## config.mk

```make
export PLATFORM = sky130hd
export DESIGN_NAME = out_uart_tx
export DESIGN_NICKNAME = d
export VERILOG_FILES = /design/src/rtl/out_uart_tx.sv
export SDC_FILE = /design/constraint.sdc
export NUM_CORES = 1
export LEC_CHECK = 0
export CAP_MARGIN = 40
export CELL_PAD_IN_SITES_DETAIL_PLACEMENT = 0
export CELL_PAD_IN_SITES_GLOBAL_PLACEMENT = 1
export CORE_UTILIZATION = 47
export CTS_BUF_LIST = sky130_fd_sc_hd__clkbuf_8
export CTS_CLUSTER_DIAMETER = 50
export DETAILED_ROUTE_END_ITERATION = 8
export DONT_BUFFER_PORTS = 1
export HOLD_SLACK_MARGIN = 0.1
export PLACE_DENSITY = 0.74
export SLEW_MARGIN = 5
export SYNTH_ARGS = -nofsm -noshare
export SYNTH_HDL_FRONTEND = slang
export SYNTH_SLANG_ARGS = --single-unit
```

## constraint.sdc

```tcl
create_clock -name clk -period 3.7 [get_ports clk]
set_clock_uncertainty 0.15 [all_clocks]
set_input_delay 0.555 -clock clk [delete_from_list [all_inputs] [get_ports clk]]
set_output_delay 0.555 -clock clk [all_outputs]
set_load 0.01 [all_outputs]
```

## src/rtl/out_uart_tx.sv

```systemverilog
// rtl/out_uart_tx.sv - core output word FIFO feeding a 2-byte-per-word UART 8N1 transmitter
module out_uart_tx #(
    parameter int DEPTH        = 8,
    parameter int CLKS_PER_BIT = 868,
    parameter int CW           = $clog2(DEPTH + 1)
) (
    input  logic          clk,
    input  logic          reset,
    input  logic          out_en,
    input  logic [15:0]   out_dat,
    input  logic          is_halt,
    output logic          txd,
    output logic          busy,
    output logic          overflow,
    output logic          drained,
    output logic [CW-1:0] fifo_count
);

    localparam int PW = (DEPTH > 1) ? $clog2(DEPTH) : 1;
    localparam int BW = $clog2(CLKS_PER_BIT);

    localparam logic [CW-1:0] FULL_COUNT = CW'(DEPTH);
    localparam logic [BW-1:0] BAUD_LAST  = BW'(CLKS_PER_BIT - 1);

    localparam logic [1:0] S_IDLE  = 2'd0;
    localparam logic [1:0] S_START = 2'd1;
    localparam logic [1:0] S_DATA  = 2'd2;
    localparam logic [1:0] S_STOP  = 2'd3;

    logic [15:0]   mem [DEPTH];
    logic [PW-1:0] wr_ptr;
    logic [PW-1:0] rd_ptr;

    logic [1:0]    state;
    logic [BW-1:0] baud_cnt;
    logic [2:0]    bit_idx;
    logic [15:0]   shreg;
    logic          byte_sel;
    logic          halt_seen;

    logic          pop;
    logic          push;
    logic          baud_done;
    logic [7:0]    cur_byte;

    // A full FIFO still takes a word in the cycle the transmitter frees a slot.
    assign pop       = (state == S_IDLE) && (fifo_count != '0);
    assign push      = out_en && ((fifo_count != FULL_COUNT) || pop);
    assign baud_done = (baud_cnt == BAUD_LAST);
    assign cur_byte  = byte_sel ? shreg[15:8] : shreg[7:0];
    assign busy      = (state != S_IDLE);

    always_ff @(posedge clk) begin
        if (push) begin
            mem[wr_ptr] <= out_dat;
        end
    end

    always_ff @(posedge clk or negedge reset) begin
        if (!reset) begin
            wr_ptr     <= '0;
            rd_ptr     <= '0;
            fifo_count <= '0;
            overflow   <= 1'b0;
        end else begin
            if (push) begin
                wr_ptr <= wr_ptr + PW'(1);
            end
            if (pop) begin
                rd_ptr <= rd_ptr + PW'(1);
            end
            case ({push, pop})
                2'b10:   fifo_count <= fifo_count + CW'(1);
                2'b01:   fifo_count <= fifo_count - CW'(1);
                default: fifo_count <= fifo_count;
            endcase
            if (out_en && !push) begin
                overflow <= 1'b1;
            end
        end
    end

    // txd is loaded with the level of the state being entered, so it is a clean flop output.
    always_ff @(posedge clk or negedge reset) begin
        if (!reset) begin
            state    <= S_IDLE;
            baud_cnt <= '0;
            bit_idx  <= '0;
            shreg    <= '0;
            byte_sel <= 1'b0;
            txd      <= 1'b1;
        end else begin
            case (state)
                S_IDLE: begin
                    if (pop) begin
                        shreg    <= mem[rd_ptr];
                        byte_sel <= 1'b1;
                        baud_cnt <= '0;
                        state    <= S_START;
                        txd      <= 1'b0;
                    end else begin
                        txd <= 1'b1;
                    end
                end
                S_START: begin
                    if (baud_done) begin
                        baud_cnt <= '0;
                        bit_idx  <= '0;
                        state    <= S_DATA;
                        txd      <= cur_byte[0];
                    end else begin
                        baud_cnt <= baud_cnt + BW'(1);
                    end
                end
                S_DATA: begin
                    if (baud_done) begin
                        baud_cnt <= '0;
                        if (bit_idx == 3'd7) begin
                            state <= S_STOP;
                            txd   <= 1'b1;
                        end else begin
                            bit_idx <= bit_idx + 3'd1;
                            txd     <= cur_byte[bit_idx + 3'd1];
                        end
                    end else begin
                        baud_cnt <= baud_cnt + BW'(1);
                    end
                end
                S_STOP: begin
                    if (baud_done) begin
                        baud_cnt <= '0;
                        if (byte_sel) begin
                            byte_sel <= 1'b0;
                            state    <= S_START;
                            txd      <= 1'b0;
                        end else begin
                            state <= S_IDLE;
                            txd   <= 1'b1;
                        end
                    end else begin
                        baud_cnt <= baud_cnt + BW'(1);
                    end
                end
                default: begin
                    state <= S_IDLE;
                    txd   <= 1'b1;
                end
            endcase
        end
    end

    always_ff @(posedge clk or negedge reset) begin
        if (!reset) begin
            halt_seen <= 1'b0;
            drained   <= 1'b0;
        end else begin
            if (is_halt) begin
                halt_seen <= 1'b1;
            end
            drained <= halt_seen && (fifo_count == '0) && (state == S_IDLE);
        end
    end

endmodule

```

* After elaboration in Yosys (flattened, before gate mapping) *
Memory sizes are Yosys's and may differ from the RTL's. A register that Yosys moved wholly into a read port is not among the register bits.
Index checks and enable logic that the tools add are counted.

cells by class
  $add $sub $neg = 6
  magnitude comparators = 1
  equal/unequal tests = 14
  muxes and demuxes = 30
  reductions and logical operators = 21

operators by type and width
  cell                                                                    number
  10-bit two-way mux                                                      2
  10-bit one-hot mux with 2 select lines                                  1
  1-bit two-way mux                                                       12
  2-bit inequality test (second input constant)                           6
  10-bit by 1-bit adder with 10-bit output (second input constant)        1
  10-bit equality test (second input constant)                            1
  2-bit two-way mux                                                       5
  3-bit by 1-bit adder with 3-bit output (second input constant)          3
  3-bit two-way mux                                                       3
  8-bit two-way mux                                                       1
  2-bit one-hot mux with 4 select lines                                   1
  4-bit one-hot mux with 2 select lines                                   1
  2-bit nonzero test                                                      4
  2-bit equality test (second input constant)                             3
  3-bit one-hot mux with 2 select lines                                   1
  3-bit AND reduction                                                     2
  1-bit logical AND                                                       5
  5-bit AND reduction                                                     1
  4-bit by 1-bit adder with 4-bit output (second input constant)          1
  2-bit by 1-bit equality test with 1-bit output (second input constant)  2
  4-bit zero test                                                         1
  3-bit by 4-bit < comparator with 1-bit output (second input constant)   1
  4-bit inequality test (second input constant)                           1
  1-bit one-hot mux with 4 select lines                                   1
  11 further kinds                                                        12

word-level totals
  flip-flop bits (word level) = 30
  RAM bits = 128
  input port bits = 20
  word-level logic and storage cells = 84
  memories = 1

memories
  memory  words  width  rd ports  clocked after memory_dff  write ports  RTL line  text
  mem     8      16     1         1                         1            30        logic [15:0] mem [DEPTH];

* Depth between registers and ports, before layout *
Gate-level depths: netlist of the first run.

  depth in word-level cells = 6
  depth in mapped cells = 11
  gate-level depth less buffers = 10

* Least setup slack after synthesis of the first run *
OpenSTA, ideal clock, no wires.

  path kind = register to register
  start point = register state[0]
  end point = memory mem[0][0], enable pin
  setup time = 0.409 ns
  arrival time = 2.573 ns
  setup slack = 0.568 ns
  stages on the path, launching flop included = 8
  period minus slack after synthesis = 3.132 ns
  path through = dfrtp_1 > inv_1 > ha_1 > clkbuf_1 > nand2b_1 > o21a_1 > nand2b_1 > nor3_1

on the way
  word-level cells in the longest chain between the ends = 6

RTL lines
  element                                  RTL line  text
  start, declared                          34        logic [1:0] state;
  start signal, assigned                   86        state <= S_IDLE;
  start signal, assigned                   99        state <= S_START;
  start signal, assigned                   109       state <= S_DATA;
  2-bit zero test                          47        assign pop = (state == S_IDLE) && (fifo_count != '0);
  1-bit logical AND                        47
  1-bit logical OR                         48        assign push = out_en && ((fifo_count != FULL_COUNT) || pop);
  1-bit logical AND                        48
  1-bit two-way mux                        54        if (push) begin
  1-bit two-way mux (implied by the code)  55        mem[wr_ptr] <= out_dat;
  end, declared                            30

No other way between the ends.

* Final worst setup path of the first run *
  start point = register state[0]
  end point = register fifo_count[3]

on the way
  word-level cells in the longest chain between the ends = 6

RTL lines
  element                                                                                       RTL line  text
  2-bit zero test *                                                                             47
  1-bit logical AND *                                                                           47
  1-bit logical OR                                                                              48
  1-bit logical AND                                                                             48
  2-bit by 1-bit equality test with 1-bit output / 2-bit equality test (equally long branches)  72        case ({push, pop})
  4-bit one-hot mux with 2 select lines / 2-bit nonzero test (equally long branches)            -
  end signal, assigned                                                                          73        2'b10: fifo_count <= fifo_count + CW'(1);
  end signal, assigned                                                                          74        2'b01: fifo_count <= fifo_count - CW'(1);
  end signal, assigned                                                                          75        default: fifo_count <= fifo_count;
  end, declared                                                                                 16        output logic [CW-1:0] fifo_count

Mark *: on every way between the ends. The rest lies on a longest branch, timed or not.
A chain may end at the register's enable or synchronous reset.

==> results of run 1 <==
flip-flops by register name, summed over array words and instances, names as in the netlist:
register / count
baud_cnt: 10
bit_idx: 3
byte_sel: 1
drained: 1
fifo_count: 4
halt_seen: 1
mem: 128
overflow: 1
rd_ptr: 3
shreg: 16
state: 2
txd: 1
wr_ptr: 3
worst max-delay path, stage by stage (launching register included):
cell      delay, ns
dfrtp_1        0.44
inv_1          0.14
ha_1           0.37
o41a_1         0.29
nand2b_1       0.14
inv_1          0.11
ha_1           0.24
a21o_1         0.17
a21oi_1        0.16
mux2i_1        0.23
xor2_1         0.15
area by class of cell:
type	count	area [µm²]
Clock inverter	14	228
Fill cell	1153	6560
Clock buffer	18	248
Tap cell	184	230
Multi-Input combinational cell	217	2100
Timing Repair Buffer	37	353
Inverter	10	37.5
Sequential cell	174	5000
cell families (layout without fill, tap and decap cells):
| group | count (synthesis) | count (layout) | synth area share |
|---|---|---|---|
| flops | 174 | 174 | 0.692 |
| xor+xnor | 9 | 9 | 0.0109 |
| mux | 63 | 63 | 0.150 |
| buf+inv | 27 | 79 | 0.0175 |
| simple gates | 78 | 78 | 0.0531 |
| fa+ha+maj | 13 | 13 | 0.0236 |
| compound gates | 54 | 54 | 0.0525 |
routing by layer:
metal,track usage,wire length (µm)
met1,0.237,5740
met2,0.299,6680
met3,0.0523,516
met4,0.0751,227
met5,0,0
cells in the mapped netlist (all sizes together), types with 2 or more instances:
cell | n | area (µm²)
nor2 | 12 | 45.0
mux4 | 35 | 796
xnor2 | 5 | 43.8
nand2b | 5 | 31.3
nor3b | 2 | 20.0
nand3 | 4 | 20.0
dfrtp | 45 | 1130
nand2 | 31 | 116
o22a | 2 | 18.8
a21o | 3 | 22.5
o211ai | 2 | 20.0
or3 | 7 | 43.8
ha | 12 | 150
nand3b | 2 | 15.0
o21ai | 23 | 115
a21oi | 7 | 35.0
mux2i | 22 | 220
nor4 | 4 | 25.0
mux2 | 6 | 67.6
a22o | 9 | 78.8
clkbuf | 4 | 15.0
inv | 10 | 37.5
buf | 13 | 73.8
nor3 | 4 | 20.0
or2 | 2 | 12.5
xor2 | 4 | 35.0
edfxtp | 128 | 3840
layout by cell type (no fill, tap or decap), types with 3 or more instances in the layout:
cell             n
mux2i_1         22
bufinv_16        5
edfxtp_1       128
dlygate4sd3_1   19
nand2_1         31
nand3_1          4
o21ai_0         23
xnor2_1          5
clkbuf_8        18
mux2_2           6
buf_4           16
a21o_1           3
dfrtp_1         43
xor2_1           4
a22o_1           9
inv_1           11
a21oi_1          7
inv_8            3
ha_1            12
or3_1            7
nor4_1           4
nor2_1          12
mux4_2          33
nand2b_1         5
repair_timing:
item	CTS	global route
hold endpoints to repair	176	0
hold buffers	20	0
setup endpoints to repair	0	0
power by group through the flow:
stage | clock network [µW] | registers, µW | logic (µW)
finish | 1540 | 2500 | 482
CTS | 1570 | 2500 | 492
global placement | 0 | 2530 | 435
global route | 1660 | 2530 | 537
detailed placement | 0 | 2550 | 445
floorplan | 0 | 2510 | 296
stage by stage:
step	total power (µW)	cell area, µm²	utilization
floorplan	2800	7220	-
global placement	2970	7490	0.508
detailed placement	2990	7510	0.509
CTS	4570	8200	0.556
global route	4730	8200	0.556
finish	4530	8200	0.556
worst paths after layout:
path	startpoint	to	slack, ns	depth (start not counted)
max	state[0]	fifo_count[3]	1.04	10
min	out_en	fifo_count[3]	0.24	3
max reg2reg	state[0]	fifo_count[3]	1.04	10
min reg2reg	shreg[12]	shreg[12]	0.33	2
max in group asynchronous	reset	txd	2.66	2
min in group asynchronous	reset	fifo_count[2]	0.48	2
==> results.toml, run 1 <==
[place]
gp_congestion = 0.738
place_inst = 602
portBuffers = 0
hpwlAfterDp_mm = 8.29
preCtsSetupSlack_ns = 1.04

[die]
core_um2 = 14800
die_area_um2 = 15900
io_pins = 28
dieWidth_um = 126
fp-row-count = 44
start_util = 0.489
die_y_um = 126

[routing]
ant_nets = 0
vias = 3670
via_per_inst = 5.61
firstDrtPassIters = 6
wl_mm = 13.2
drt_iter0_markers = 206
route.detailed.drc = 0
wl_per_cell_um = 20.1

[status]
status = "completed"

[clock_network]
cts-htree-levels = 4
cts_max_path_buffers = 2
clock-sinks = 174
clkLatencyLatePin_ns = 0.46
post_cts_buffers = 0
clockRootBuffer = "clkbuf_8"
cts_tree = "yes"
path_clk_slew_ns = 0.09
numCtsBuffers = 17
cts_resized = 0

[worst_hold_path]
min_path_type = "input port to flop"

[layout]
drive_gt1_frac = 0.211
layout.nets = 490
antenna_cells = 0
syn2layout_area_growth_pct = 13.6
layoutNonFillerInstCount = 654

[logic_synthesis]
synthArstFlopShare = 0.264
ys_types = 49
syn_area_um2 = 7220
yosysWarnings = 0
synth-seq-area-share = 0.692
syn-num-nets = 451
synth_edf_count = 128
netlist_instances = 418
syn_area_per_cell_um2 = 17.3
synth_top_flop_cell = "edfxtp_1"
ys_seq_elements = 174

[sta]
setup_slack_ns = 1.04
worst_pin_slew_ns = 0.872
fin_crit_ns = 2.66
setup_viol = 0
fmax_mhz = 376
slew-limit-headroom = 0.419
tns_ns = 0
rsz0062_at_grt = "false"
whs_ns = 0.240
post-route-period-util = 0.718
slew_viol_final = 0
finalHoldViolations = 0

[flow_run]
drv_cap = 0

[grt]
antenna_found_initial = 0
grt_pass1_wl_mm = 21.7
grt_pass1_vias = 3874
grt_start_max_net_pins = 47
grt.total_usage = 0.185
overflow = 0

[power]
power_frac_seq = 0.553
clkPwrFrac = 0.341
internal_power_uw = 3400
p_sw_frac = 0.249
vdd_drop_max_mv = 0.511
p_leak_uw = 0.00295
power.switching_uw = 1120
combPwrFrac = 0.106
powerDensity_nw_per_um2 = 552

[critical_path]
path_class = "flop to flop"
critPathLaunchType = "flop"
path_max_fanout = 9
critPathArrivalTime_ns = 2.89
required_ns = 3.93
cp-end-kind = "flop"
Power figures use the tool's default switching activity.
==> inputs of run 2 (changes only) <==
clock period = 2.5 ns   (was 3.7 ns; I/O delays follow)
==> results.toml, run 2 (synthesis gave the netlist of run 1 again) <==
[status]
status = "completed"

[sta]
slew-limit-headroom = 0.637
finalHoldViolations = 0
rsz0062_at_grt = "false"
fin_crit_ns = 2.33
worst_pin_slew_ns = 0.540
setup_viol = 0
fmax_mhz = 428
post-route-period-util = 0.934
slew_viol_final = 0

[routing]
via_per_inst = 5.64
vias = 3720
firstDrtPassIters = 4
wl_per_cell_um = 19.7
drt_iter0_markers = 310
wl_mm = 13.0
route.detailed.drc = 0
ant_nets = 0

[grt]
grt_pass1_wl_mm = 21.4
overflow = 0
antenna_found_initial = 0
grt.total_usage = 0.181
grt_pass1_vias = 3850
grt_start_max_net_pins = 47

[layout]
final_common_cell = "edfxtp_1"
drive_gt1_frac = 0.221
utilization = 0.565
antenna_cells = 0
largest_register_ff_count = 128
top_register = "mem"
layoutNonFillerInstCount = 659
stdcell_area_um2 = 8340
layout.nets = 495
layout_common_cells = "edfxtp_1 (128), dfrtp_1 (43), mux4_2 (33)"
fillers = 1120
syn2layout_area_growth_pct = 15.6
reg_top3 = "mem: 128 flops, shreg: 16 flops, baud_cnt: 10 flops"

[critical_path]
path_max_fanout = 5
required_ns = 2.73
cp-end-kind = "flop"
path_class = "flop to flop"
reg2regPathDepth = 10
critPathLaunchType = "flop"
critPathArrivalTime_ns = 2.56

[worst_hold_path]
holdPathStages = 3
min_path_type = "input port to flop"

[power]
vdd_drop_max_mv = 0.559
powerDensity_nw_per_um2 = 802
p_leak_uw = 0.00299

[clock_network]
clkLatencyLatePin_ns = 0.45
cts_tree = "yes"
clockRootBuffer = "clkbuf_8"
cts-htree-levels = 4
cts_max_path_buffers = 2
path_clk_slew_ns = 0.10
numCtsBuffers = 17
clock-sinks = 174

[die]
fp-row-count = 44
dieWidth_um = 126
start_util = 0.489
core_um2 = 14800
io_pins = 28
die_y_um = 126
die_area_um2 = 15900

[place]
place_inst = 606
portBuffers = 0
gp_congestion = 0.759
postPlaceCellArea_um2 = 7650
hpwlAfterDp_mm = 8.58

[flow_run]
drv_cap = 0
==> run 2: path summary, 6_finish.rpt <==
check                               from            end  slack (ns)
worst min-delay path              out_en  fifo_count[3]        0.20
worst max-delay path            state[1]  fifo_count[3]        0.17
min in group asynchronous          reset      halt_seen        0.27
max in group asynchronous          reset            txd        1.66
worst min register to register  shreg[4]       shreg[4]        0.34
worst max register to register  state[1]  fifo_count[3]        0.17
==> run 2: power breakdown <==
group	internal [µW]	switching (µW)	leakage, µW
Combinational	392	503	0.00105
Sequential	3490	128	0.00171
Clock	1050	1120	0.000226
==> run 2: timing repair <==
item | 4_1_cts | 5_1_grt
resized for setup | 0 | 2
endpoints found under the setup margin | 0 | 35
setup buffers | 0 | 1
hold buffers | 20 | 0
endpoints found under the hold margin | 179 | 0
==> run 2: worst max-delay path, stage by stage, from the launching register on <==
cell and delay (ns):
dfrtp_1 0.43, inv_1 0.11, ha_2 0.21, o41a_1 0.17, nand2b_1 0.12, inv_1 0.11
ha_1 0.24, a21o_1 0.18, a21oi_1 0.17, mux2i_1 0.23, xor2_1 0.16
==> run 2: layout make-up <==
type                    instances  area (µm²)  share of cell area
inverters                      10        37.5             0.00450
clock inverters                15         224              0.0269
flip-flops and latches        174        5000               0.599
clock buffers                  17         234              0.0281
multi-input cells             217        2110               0.253
well taps                     184         230              0.0276
repair buffers                 42         508              0.0609
==> run 2: per-stage QoR <==
step / worst slack (ns) / setup TNS, ns / power (µW) / hold slack (ns)
2_1_floorplan: -0.204 / -23.64 / 4160 / -0.0706
3_3_place_gp: 0.196 / 0 / 4490 / -0.0692
3_5_place_dp: 0.129 / 0 / 4530 / -0.0696
4_1_cts: 0.102 / 0 / 6760 / 0.177
5_1_grt: 0.0244 / 0 / 6960 / 0.210
6_report: 0.166 / 0 / 6680 / 0.201
==> run 2: layer usage <==
layer  global-route usage  up-vias  routed length [µm]
met1                0.248     1924                5910
li1                     -     1724                   -
met2                0.288       65                6340
met3               0.0438        7                 611
met5                    0        -                   0
met4               0.0595        0                 129
